**src/rtl/fp_align_stage_pkg.sv**
```systemverilog
// -----------------------------------------------------------------------------
// fp_align_stage_pkg
// Shared binary32 definitions for the FP alignment front end.
//   - Format widths (exponent, mantissa with hidden bit, fraction, word).
//   - Canonical quiet NaN and an infinity builder.
//   - fp_unpacked_t: one operand after field extraction.
//   - fp_align_res_t: the registered result of the compare/swap stage.
// -----------------------------------------------------------------------------
package fp_align_stage_pkg;

  localparam int unsigned WORD_W = 32;
  localparam int unsigned EXP_W  = 8;
  localparam int unsigned MAN_W  = 24;
  localparam int unsigned FRAC_W = MAN_W - 1;

  localparam logic [WORD_W-1:0] FP32_QNAN = 32'h7FC0_0000;
  localparam logic [EXP_W-1:0]  EXP_MAX   = 8'hFF;

  // One operand with hidden bit restored and denormal exponent fixed to 1.
  typedef struct packed {
    logic             sign;
    logic [EXP_W-1:0] exp;
    logic [MAN_W-1:0] man;
    logic             is_nan;
    logic             is_inf;
  } fp_unpacked_t;

  // Everything the downstream shifter/adder needs for one aligned pair.
  typedef struct packed {
    logic [MAN_W-1:0]  man_big;
    logic [MAN_W-1:0]  man_small;
    logic [EXP_W-1:0]  shift_amt;
    logic [EXP_W-1:0]  exp_big;
    logic              sign_big;
    logic              eff_sub;
    logic              is_special;
    logic [WORD_W-1:0] special_res;
  } fp_align_res_t;

  // Signed infinity word.
  function automatic logic [WORD_W-1:0] fp32_inf(input logic sign);
    return {sign, EXP_MAX, {FRAC_W{1'b0}}};
  endfunction

endpackage

```
**src/rtl/fp_unpack.sv**
```systemverilog
// -----------------------------------------------------------------------------
// fp_unpack
// Splits a binary32 word into sign, effective exponent, 24-bit mantissa and
// NaN/Inf flags. Purely combinational.
//   i_word : binary32 operand
//   o_op   : unpacked operand
// A zero exponent field yields hidden bit 0 and effective exponent 1 so that
// denormals line up with the smallest normal exponent.
// -----------------------------------------------------------------------------
module fp_unpack
  import fp_align_stage_pkg::*;
(
  input  logic [WORD_W-1:0] i_word,
  output fp_unpacked_t      o_op
);

  logic [EXP_W-1:0]  w_exp_field;
  logic [FRAC_W-1:0] w_frac;
  logic              w_exp_zero;
  logic              w_exp_max;
  logic              w_frac_zero;

  assign w_exp_field = i_word[WORD_W-2 -: EXP_W];
  assign w_frac      = i_word[FRAC_W-1:0];
  assign w_exp_zero  = (w_exp_field == '0);
  assign w_exp_max   = (w_exp_field == EXP_MAX);
  assign w_frac_zero = (w_frac == '0);

  always_comb begin
    o_op        = '0;
    o_op.sign   = i_word[WORD_W-1];
    o_op.exp    = w_exp_zero ? EXP_W'(1) : w_exp_field;
    o_op.man    = {~w_exp_zero, w_frac};
    o_op.is_nan = w_exp_max & ~w_frac_zero;
    o_op.is_inf = w_exp_max & w_frac_zero;
  end

endmodule

```
**src/rtl/fp_align_stage.sv**
```systemverilog
// -----------------------------------------------------------------------------
// fp_align_stage
// Two-stage front end of an FP32 adder: unpacks both operands, picks the
// larger magnitude, computes the exponent difference for the mantissa
// shifter and resolves NaN/Inf results.
//
// Ports
//   clk, rst_n           clock, asynchronous active-low reset
//   in_valid / in_ready  operand pair handshake
//   in_a, in_b           binary32 operands
//   in_sub               1 = a - b, 0 = a + b
//   out_valid/out_ready  result handshake
//   man_big, man_small   larger / smaller magnitude mantissas (unshifted)
//   shift_amt            exp_big - exp_small, 0..254
//   exp_big              effective exponent of the larger operand
//   sign_big             sign of the larger operand (b sign includes in_sub)
//   eff_sub              effective subtraction
//   is_special           special_res is the final answer
//   special_res          NaN/Inf result word, 0 when not special
//
// Stage 1 registers the unpacked operands; stage 2 registers the result.
// Both stages advance together whenever the output is not stalled, so a
// pair takes exactly two cycles and throughput is one pair per cycle.
// -----------------------------------------------------------------------------
module fp_align_stage
  import fp_align_stage_pkg::*;
(
  input  logic              clk,
  input  logic              rst_n,
  input  logic              in_valid,
  output logic              in_ready,
  input  logic [WORD_W-1:0] in_a,
  input  logic [WORD_W-1:0] in_b,
  input  logic              in_sub,
  output logic              out_valid,
  input  logic              out_ready,
  output logic [MAN_W-1:0]  man_big,
  output logic [MAN_W-1:0]  man_small,
  output logic [EXP_W-1:0]  shift_amt,
  output logic [EXP_W-1:0]  exp_big,
  output logic              sign_big,
  output logic              eff_sub,
  output logic              is_special,
  output logic [WORD_W-1:0] special_res
);

  // ---------------------------------------------------------------------------
  // Handshake
  // ---------------------------------------------------------------------------
  logic w_stall;
  logic w_advance;
  logic r_s1_valid;
  logic r_s2_valid;

  assign w_stall   = r_s2_valid & ~out_ready;
  assign w_advance = ~w_stall;
  assign in_ready  = w_advance;

  // ---------------------------------------------------------------------------
  // Stage 1: unpack and register
  // ---------------------------------------------------------------------------
  fp_unpacked_t w_op_a;
  fp_unpacked_t w_op_b;
  fp_unpacked_t r_s1_a;
  fp_unpacked_t r_s1_b;
  logic         r_s1_sub;

  fp_unpack u_unpack_a (
    .i_word (in_a),
    .o_op   (w_op_a)
  );

  fp_unpack u_unpack_b (
    .i_word (in_b),
    .o_op   (w_op_b)
  );

  always_ff @(posedge clk or negedge rst_n) begin
    if (!rst_n) begin
      r_s1_valid <= 1'b0;
      r_s1_a     <= '0;
      r_s1_b     <= '0;
      r_s1_sub   <= 1'b0;
    end else if (w_advance) begin
      // A low in_valid here leaves a bubble behind in stage 1.
      r_s1_valid <= in_valid;
      if (in_valid) begin
        r_s1_a   <= w_op_a;
        r_s1_b   <= w_op_b;
        r_s1_sub <= in_sub;
      end
    end
  end

  // ---------------------------------------------------------------------------
  // Stage 2: compare / swap / special resolution
  // ---------------------------------------------------------------------------
  logic          w_sign_b_eff;
  logic          w_eff_sub;
  logic          w_a_big;
  logic          w_any_nan;
  logic          w_inf_cancel;
  fp_align_res_t w_res;
  fp_align_res_t r_s2_res;

  // Subtraction is folded into b's sign before anything looks at signs.
  assign w_sign_b_eff = r_s1_b.sign ^ r_s1_sub;
  assign w_eff_sub    = r_s1_a.sign ^ w_sign_b_eff;

  // Magnitude order on {exp, man}; equal magnitudes keep a as the big one.
  assign w_a_big = ({r_s1_a.exp, r_s1_a.man} >= {r_s1_b.exp, r_s1_b.man});

  assign w_any_nan    = r_s1_a.is_nan | r_s1_b.is_nan;
  assign w_inf_cancel = r_s1_a.is_inf & r_s1_b.is_inf & w_eff_sub;

  always_comb begin
    w_res         = '0;
    w_res.eff_sub = w_eff_sub;

    if (w_a_big) begin
      w_res.man_big   = r_s1_a.man;
      w_res.man_small = r_s1_b.man;
      w_res.exp_big   = r_s1_a.exp;
      w_res.shift_amt = r_s1_a.exp - r_s1_b.exp;
      w_res.sign_big  = r_s1_a.sign;
    end else begin
      w_res.man_big   = r_s1_b.man;
      w_res.man_small = r_s1_a.man;
      w_res.exp_big   = r_s1_b.exp;
      w_res.shift_amt = r_s1_b.exp - r_s1_a.exp;
      w_res.sign_big  = w_sign_b_eff;
    end

    // NaN and Inf-Inf beat a lone Inf; a's Inf wins when both are Inf.
    if (w_any_nan || w_inf_cancel) begin
      w_res.is_special  = 1'b1;
      w_res.special_res = FP32_QNAN;
    end else if (r_s1_a.is_inf) begin
      w_res.is_special  = 1'b1;
      w_res.special_res = fp32_inf(r_s1_a.sign);
    end else if (r_s1_b.is_inf) begin
      w_res.is_special  = 1'b1;
      w_res.special_res = fp32_inf(w_sign_b_eff);
    end
  end

  always_ff @(posedge clk or negedge rst_n) begin
    if (!rst_n) begin
      r_s2_valid <= 1'b0;
      r_s2_res   <= '0;
    end else if (w_advance) begin
      r_s2_valid <= r_s1_valid;
      if (r_s1_valid) begin
        r_s2_res <= w_res;
      end
    end
  end

  // ---------------------------------------------------------------------------
  // Outputs
  // ---------------------------------------------------------------------------
  assign out_valid   = r_s2_valid;
  assign man_big     = r_s2_res.man_big;
  assign man_small   = r_s2_res.man_small;
  assign shift_amt   = r_s2_res.shift_amt;
  assign exp_big     = r_s2_res.exp_big;
  assign sign_big    = r_s2_res.sign_big;
  assign eff_sub     = r_s2_res.eff_sub;
  assign is_special  = r_s2_res.is_special;
  assign special_res = r_s2_res.special_res;

endmodule

```
**config.mk**
```make
export PLATFORM = sky130hd
export DESIGN_NAME = fp_align_stage
export DESIGN_NICKNAME = d
export VERILOG_FILES = /design/src/rtl/fp_align_stage_pkg.sv /design/src/rtl/fp_unpack.sv /design/src/rtl/fp_align_stage.sv
export SDC_FILE = /design/constraint.sdc
export NUM_CORES = 1
export LEC_CHECK = 0
export BUFFER_PORTS_ARGS = -buffer_cell sky130_fd_sc_hd__buf_2
export CAP_MARGIN = 20
export CORE_ASPECT_RATIO = 1.75
export CORE_UTILIZATION = 60
export DETAILED_ROUTE_END_ITERATION = 16
export HOLD_SLACK_MARGIN = 0.05
export PLACE_DENSITY_LB_ADDON = 0.3
export SYNTH_ARGS = -nofsm -noshare
export SYNTH_HDL_FRONTEND = slang
export SYNTH_HIERARCHICAL = 1
export SYNTH_SLANG_ARGS = --single-unit
```
**constraint.sdc**
```tcl
create_clock -name clk -period 4.2 [get_ports clk]
set_input_delay 0.84 -clock clk [delete_from_list [all_inputs] [get_ports clk]]
set_output_delay 0.84 -clock clk [all_outputs]
set_load 0.01 [all_outputs]
```
==> impl_metrics.py, run 1 <==
metrics = {
    "clock_tree": {
        "holdBufCountCts": 0,
        "cts-resized-gates": 0,
        "numClockSinks": 142,
        "clk_path_buf_depth": 2,
        "path_clk_slew_ns": 0.07,
        "post-cts-setup-buffer-count": 0,
        "cts_made_buffers": 17,
        "cts_tree": "built",
        "clock_latency_ns": 0.43,
        "cts_max_level": 4,
        "root_buffer": "clkbuf_16",
    },
    "worst_setup_path": {
        "critPathMaxFanout": 49,
        "crit_required_ns": 4.56,
        "cp-end-kind": "register",
        "crit_type": "register to register",
        "arrival_ns": 3.61,
        "rr_worst_depth": 11,
        "critPathLaunchType": "register",
    },
    "global_route": {
        "antenna_found_initial": 0,
        "grt_pass1_vias": 6103,
        "grt_start_max_net_pins": 81,
        "overflow": 0,
        "grt_usage_pct": 30.4,
        "grt_pass1_wl_microns": 31000,
    },
    "timing": {
        "whs_ns": 0.425,
        "worst-slew-pin-transition_ns": 1.01,
        "clock_skew_ns": 0.0223,
        "hold_violations": 0,
        "period_needed_ns": 3.25,
        "setup_violations": 0,
        "finalCritPeriodShare_pct": 77.5,
        "fmax_mhz": 307,
        "drv_slew": 0,
        "final.setup.tns_ns": 0,
        "rsz0062_at_grt": "false",
        "slew_headroom_pct": 32.1,
    },
    "power": {
        "power_density_mw_per_mm2": 637,
        "irDropWorstVdd_uv": 328,
        "comb_power_share_pct": 33.3,
        "p_clk_share_pct": 30.1,
        "netSwitchingFraction_pct": 35.9,
        "intPower_mw": 3.65,
        "p_leak_nw": 4.25,
        "switchingPower_mw": 2.04,
        "p_seq_share_pct": 36.6,
    },
    "job": {
        "drv_cap": 0,
    },
    "floorplanning": {
        "die_w_microns": 88.9,
        "rows": 55,
        "die-area_sq_mm": 0.0137,
        "ios": 170,
        "initial_core_util_pct": 61.3,
        "coreArea_sq_mm": 0.0129,
        "die_h_microns": 154,
    },
    "final_layout": {
        "nets": 1010,
        "diodes": 0,
        "syn2layout_area_growth_pct": 12.7,
        "layout-drive-gt1-share_pct": 29.8,
        "ff_latch_area_sq_mm": 0.00355,
        "multiInputGateArea_sq_mm": 0.00346,
        "fill_cells": 1015,
    },
    "drt": {
        "vias": 6230,
        "initialDrtViolationCount": 373,
        "wl_per_cell_microns": 17.9,
        "ant_nets": 0,
        "viasPerCell": 5.75,
        "route.detailed.drc": 0,
        "drt_pass1_iterations": 5,
        "routed_wirelength_microns": 19500,
    },
    "synthesis": {
        "ys_seq_elements": 142,
        "synth_top_area_share_pct": 44.8,
        "synth-main-ff-cell": "dfrtp_1",
        "yosys.area.top_type": "dfrtp_1",
        "synth_edf_count": 0,
        "avgSynthCellArea_sq_um": 9.49,
        "synth_cell_types": 49,
        "async_flop_share_pct": 100,
        "ys_warn_count": 6,
        "seq_area_frac_synth_pct": 44.8,
        "synth_area_leaders": "dfrtp_1, mux2_2, a21oi_1",
        "yosysMostFrequentCell": "dfrtp_1",
        "synthTopCellsByCount": "dfrtp_1, a21oi_1, buf_4, nand2_1, mux2_2",
        "synth_area_sq_mm": 0.00793,
        "synthesis.instances": 835,
    },
    "placement": {
        "gp_congestion": 0.896,
        "dp.final_hpwl_microns": 13700,
        "portBuffers": 147,
    },
    "run_status": {
        "status": "completed",
    },
    "hold_path": {
        "holdCritPathClass": "input pin to async pin",
    },
}
-- power by group through the flow --
stage	Clock (mW)	Combinational (mW)	Sequential, mW
after floorplan	0	1.13	2.17
after global placement	0	1.84	2.09
after detailed placement	0	1.87	2.10
after CTS	1.73	1.89	2.08
after global routing	1.78	2.13	2.13
final	1.71	1.90	2.08
-- path summary, 6_finish.rpt --
kind                                             startpoint                           to  slack [ns]
worst max-delay path                 r_s1_b[15]$_DFFE_PN0P_    man_small[18]$_DFFE_PN0P_        0.95
worst min-delay path                                  rst_n        out_valid$_DFFE_PN0N_        0.42
worst max register to register       r_s1_b[15]$_DFFE_PN0P_    man_small[18]$_DFFE_PN0P_        0.95
worst min register to register  special_res[31]$_DFFE_PN0P_  special_res[31]$_DFFE_PN0P_        0.48
max in group asynchronous                             rst_n      man_big[10]$_DFFE_PN0P_        2.83
min in group clk                special_res[31]$_DFFE_PN0P_  special_res[31]$_DFFE_PN0P_        0.48
-- cells by family (layout without fill, tap and decap cells) --
| kind of cell | after synthesis | after routing | share of synthesized area, % |
|---|---|---|---|
| DFF | 142 | 142 | 44.8 |
| muxes | 72 | 72 | 10.2 |
| other | 1 | 22 | 0.0473 |
| and+or+nand+nor | 211 | 211 | 12.4 |
| xor gates and xnor gates | 10 | 10 | 1.10 |
| adders and majority gates | 41 | 41 | 6.66 |
| buffers and inverters | 183 | 240 | 12.7 |
| AOI/OAI and AO/OA | 175 | 175 | 12.1 |
-- stage by stage --
stage               total power [mW]  utilization, %  cells  area [sq um]  worst slack [ns]
finish                          5.69            69.1   1084          8930             0.947
global route                    6.04            69.1   1084          8930             0.818
CTS                             5.70            68.9   1083          8910             0.471
detailed placement              3.97            63.7   1051          8240             0.511
global placement                3.93            63.7   1051          8240             0.549
floorplan                       3.30               -    856          8010              1.77
-- state kept, by name, summed over array words and instances (netlist names), 3 cells and up --
| signal | count |
|---|---|
| special_res | 3 |
| man_big | 24 |
| shift_amt | 8 |
| man_small | 24 |
| r_s1_a | 35 |
| r_s1_b | 35 |
| exp_big | 8 |
-- layout by cell type, fill, tap and decap left out, types with 16 or more instances in the layout --
cell,instances
buf_2,146
dfrtp_1,142
a21oi_1,131
nand2_1,78
mux2_2,71
nor2_1,62
inv_1,49
ha_1,39
conb_1,22
clkbuf_16,17
o21ai_0,16
-- per-layer routing --
metal | vias to the layer above | global-route usage (%) | part of all wire, %
met5 | - | 0 | 0
met4 | 0 | 16.1 | 4.5
met3 | 48 | 5.48 | 5.1
met2 | 226 | 52.9 | 54
met1 | 3089 | 34.3 | 37
li1 | 2867 | - | -
-- layout make-up --
cell class                      count  area share (%)
Clock buffer                       18            4.92
Clock inverter                     14            2.58
Inverter                           50            2.10
Multi-Input combinational cell    531            38.7
Sequential cell                   142            39.8
Tap cell                          171            2.39
Timing Repair Buffer              158            9.51
-- critical path, stage by stage (launching register included) --
cell      delay (ns)
dfrtp_1         0.40
inv_1           0.06
ha_1            0.29
nand4_1         0.19
or3_1           0.15
a221oi_1        0.05
nor4_1          0.83
o21a_2          0.39
buf_12          0.27
buf_4           0.25
a21oi_1         0.10
a21oi_1         0.19
Note: power is estimated with default switching activity, not from simulation.
==> run 2, diff against run 1 <==
Settings changed: CORE_UTILIZATION 60 to 55.
Clock period 4.2 ns to 3.4 ns, I/O delays scaled along.
==> impl_metrics.py, run 2 (same netlist as run 1, synthesis figures left out) <==
metrics = {
    "final_layout": {
        "design_area_sq_mm": 0.00895,
        "layout-drive-gt1-share_pct": 29.8,
        "nets": 1010,
        "reg_top3": "r_s1_a x35, r_s1_b x35",
        "layout_common_cells": "buf_2, dfrtp_1, a21oi_1",
        "layout_commonest_cell": "buf_2",
        "fill_cells": 1191,
        "syn2layout_area_growth_pct": 12.9,
    },
    "global_route": {
        "grt_pass1_vias": 6061,
        "antenna_found_initial": 1,
        "grt_usage_pct": 27.0,
        "grt_pass1_wl_microns": 30600,
        "overflow": 0,
        "grt_start_max_net_pins": 101,
    },
    "timing": {
        "worst-slew-pin-transition_ns": 0.590,
        "period_needed_ns": 2.98,
        "clock_skew_ns": 0.0141,
        "hold_violations": 0,
        "drv_slew": 0,
        "whs_ns": 0.164,
        "slew_headroom_pct": 60.7,
        "fmax_mhz": 336,
        "setup_violations": 0,
        "final.setup.tns_ns": 0,
        "finalCritPeriodShare_pct": 87.5,
        "layout_setup_ws_ns": 0.424,
        "rsz0062_at_grt": "false",
    },
    "clock_tree": {
        "cts_made_buffers": 17,
        "numClockSinks": 142,
        "cts_max_level": 4,
        "root_buffer": "clkbuf_16",
        "clock_latency_ns": 0.42,
        "clk_path_buf_depth": 2,
        "holdBufCountCts": 0,
        "path_clk_slew_ns": 0.07,
        "cts_tree": "built",
    },
    "floorplanning": {
        "rows": 57,
        "coreArea_sq_mm": 0.0140,
        "die-area_sq_mm": 0.0149,
        "die_w_microns": 92.8,
        "ios": 170,
        "initial_core_util_pct": 56.7,
        "die_h_microns": 161,
    },
    "drt": {
        "viasPerCell": 5.66,
        "ant_nets": 0,
        "drt_pass1_iterations": 4,
        "wl_per_cell_microns": 17.9,
        "initialDrtViolationCount": 284,
        "route.detailed.drc": 0,
        "routed_wirelength_microns": 19500,
        "vias": 6180,
    },
    "worst_setup_path": {
        "crit_type": "register to register",
        "max_stage_delay_ns": 0.59,
        "r2r_end": "shift_amt[4]$_DFFE_PN0P_",
        "cp-end-kind": "register",
        "startpoint": "r_s1_b[17]$_DFFE_PN0P_",
        "arrival_ns": 3.32,
        "cp-endpoint": "shift_amt[4]$_DFFE_PN0P_",
        "critPathLaunchType": "register",
        "r2r-start": "r_s1_b[17]$_DFFE_PN0P_",
        "path_cells": "inv_1 -> ha_1 -> nand4_1 -> or3_1 -> a221oi_1 -> nor4_2 -> o21a_2 -> or4_1 -> nand3_1",
        "critPathMaxFanout": 27,
        "cp_slowest_cell": "or4_1",
        "r2r_slack_ns": 0.42,
        "crit_required_ns": 3.75,
        "rr_worst_depth": 9,
    },
    "placement": {
        "placed_area_sq_mm": 0.00828,
        "dp.final_hpwl_microns": 13900,
        "gp_congestion": 0.935,
        "post-place-ws_ns": 0.277,
        "portBuffers": 147,
    },
    "power": {
        "switchingPower_mw": 2.49,
        "comb_power_share_pct": 33.5,
        "irDropWorstVdd_uv": 388,
        "netSwitchingFraction_pct": 35.7,
        "p_leak_nw": 4.25,
        "intPower_mw": 4.50,
        "p_clk_share_pct": 29.6,
        "p_seq_share_pct": 36.9,
        "power_density_mw_per_mm2": 781,
    },
    "run_status": {
        "status": "completed",
    },
    "hold_path": {
        "holdCritPathClass": "input pin to async pin",
    },
    "job": {
        "drv_cap": 0,
    },
}
==> run 2: cell count changes in the layout (fill, tap and decap cells not counted), sizes merged <==
cell,previous run,this run
diode,0,2
clkbuf,18,19
clkinv,4,3
clkinvlp,1,2
inv,54,53
==> run 2: worst max-delay path, delay by kind of cell (launching register included) <==
family          cells  cell delay, ns
compound gates      2            0.70
fa+ha+maj           1            0.32
buf+inv             1            0.07
flops               1            0.38
simple gates        5            1.43
==> run 2: final cells by class <==
cell class / count / area [sq um] / area share, %
Sequential cell: 142 / 3550 / 39.7
Antenna cell: 2 / 5.00 / 0.0559
Clock buffer: 19 / 443 / 4.95
Multi-Input combinational cell: 531 / 3470 / 38.7
Tap cell: 177 / 221 / 2.47
Inverter: 50 / 188 / 2.10
Clock inverter: 13 / 210 / 2.35
Timing Repair Buffer: 158 / 862 / 9.63
==> run 2: metal layers <==
metal  GRT usage [%]  share of wire [%]  vias up
met4            13.6                4.4        0
li1                -                  -     2861
met1            31.0                 38     3033
met3            4.40                4.7       55
met2            47.8                 53      231
met5               0                  0        -
==> run 2: repair_timing <==
item | in CTS | in global routing
buffers inserted | 0 | 0
setup endpoints to repair | 0 | 1
resized for setup | 0 | 1
==> run 2: worst min path at each step <==
stage	slack (ns)	cells past startpoint	endpoint	start
6_report	0.16	1	r_s1_valid$_DFFE_PN0N_	rst_n
5_1_grt	0.19	1	r_s1_valid$_DFFE_PN0N_	rst_n
4_1_cts	0.18	1	r_s1_valid$_DFFE_PN0N_	rst_n
3_5_place_dp	0.47	2	special_res[31]$_DFFE_PN0P_	special_res[31]$_DFFE_PN0P_
3_3_place_gp	0.46	2	shift_amt[0]$_DFFE_PN0P_	shift_amt[0]$_DFFE_PN0P_
2_1_floorplan	0.38	0	eff_sub$_DFFE_PN0P_	rst_n
==> run 2: per-stage QoR <==
stage | std cells | util [%] | power, mW
2_1_floorplan | 856 | - | 4.07
3_3_place_gp | 1058 | 59.3 | 4.89
3_5_place_dp | 1058 | 59.3 | 4.94
4_1_cts | 1090 | 63.9 | 7.03
5_1_grt | 1090 | 64.0 | 7.39
6_report | 1092 | 64.0 | 6.99
==> run 2: power by group through the flow <==
stage                     registers [mW]  logic (mW)  clock network, mW
after floorplan                     2.68        1.40                  0
after global placement              2.60        2.29                  0
after detailed placement            2.60        2.34                  0
after CTS                           2.58        2.35               2.09
after global routing                2.63        2.59               2.17
final                               2.58        2.34               2.07
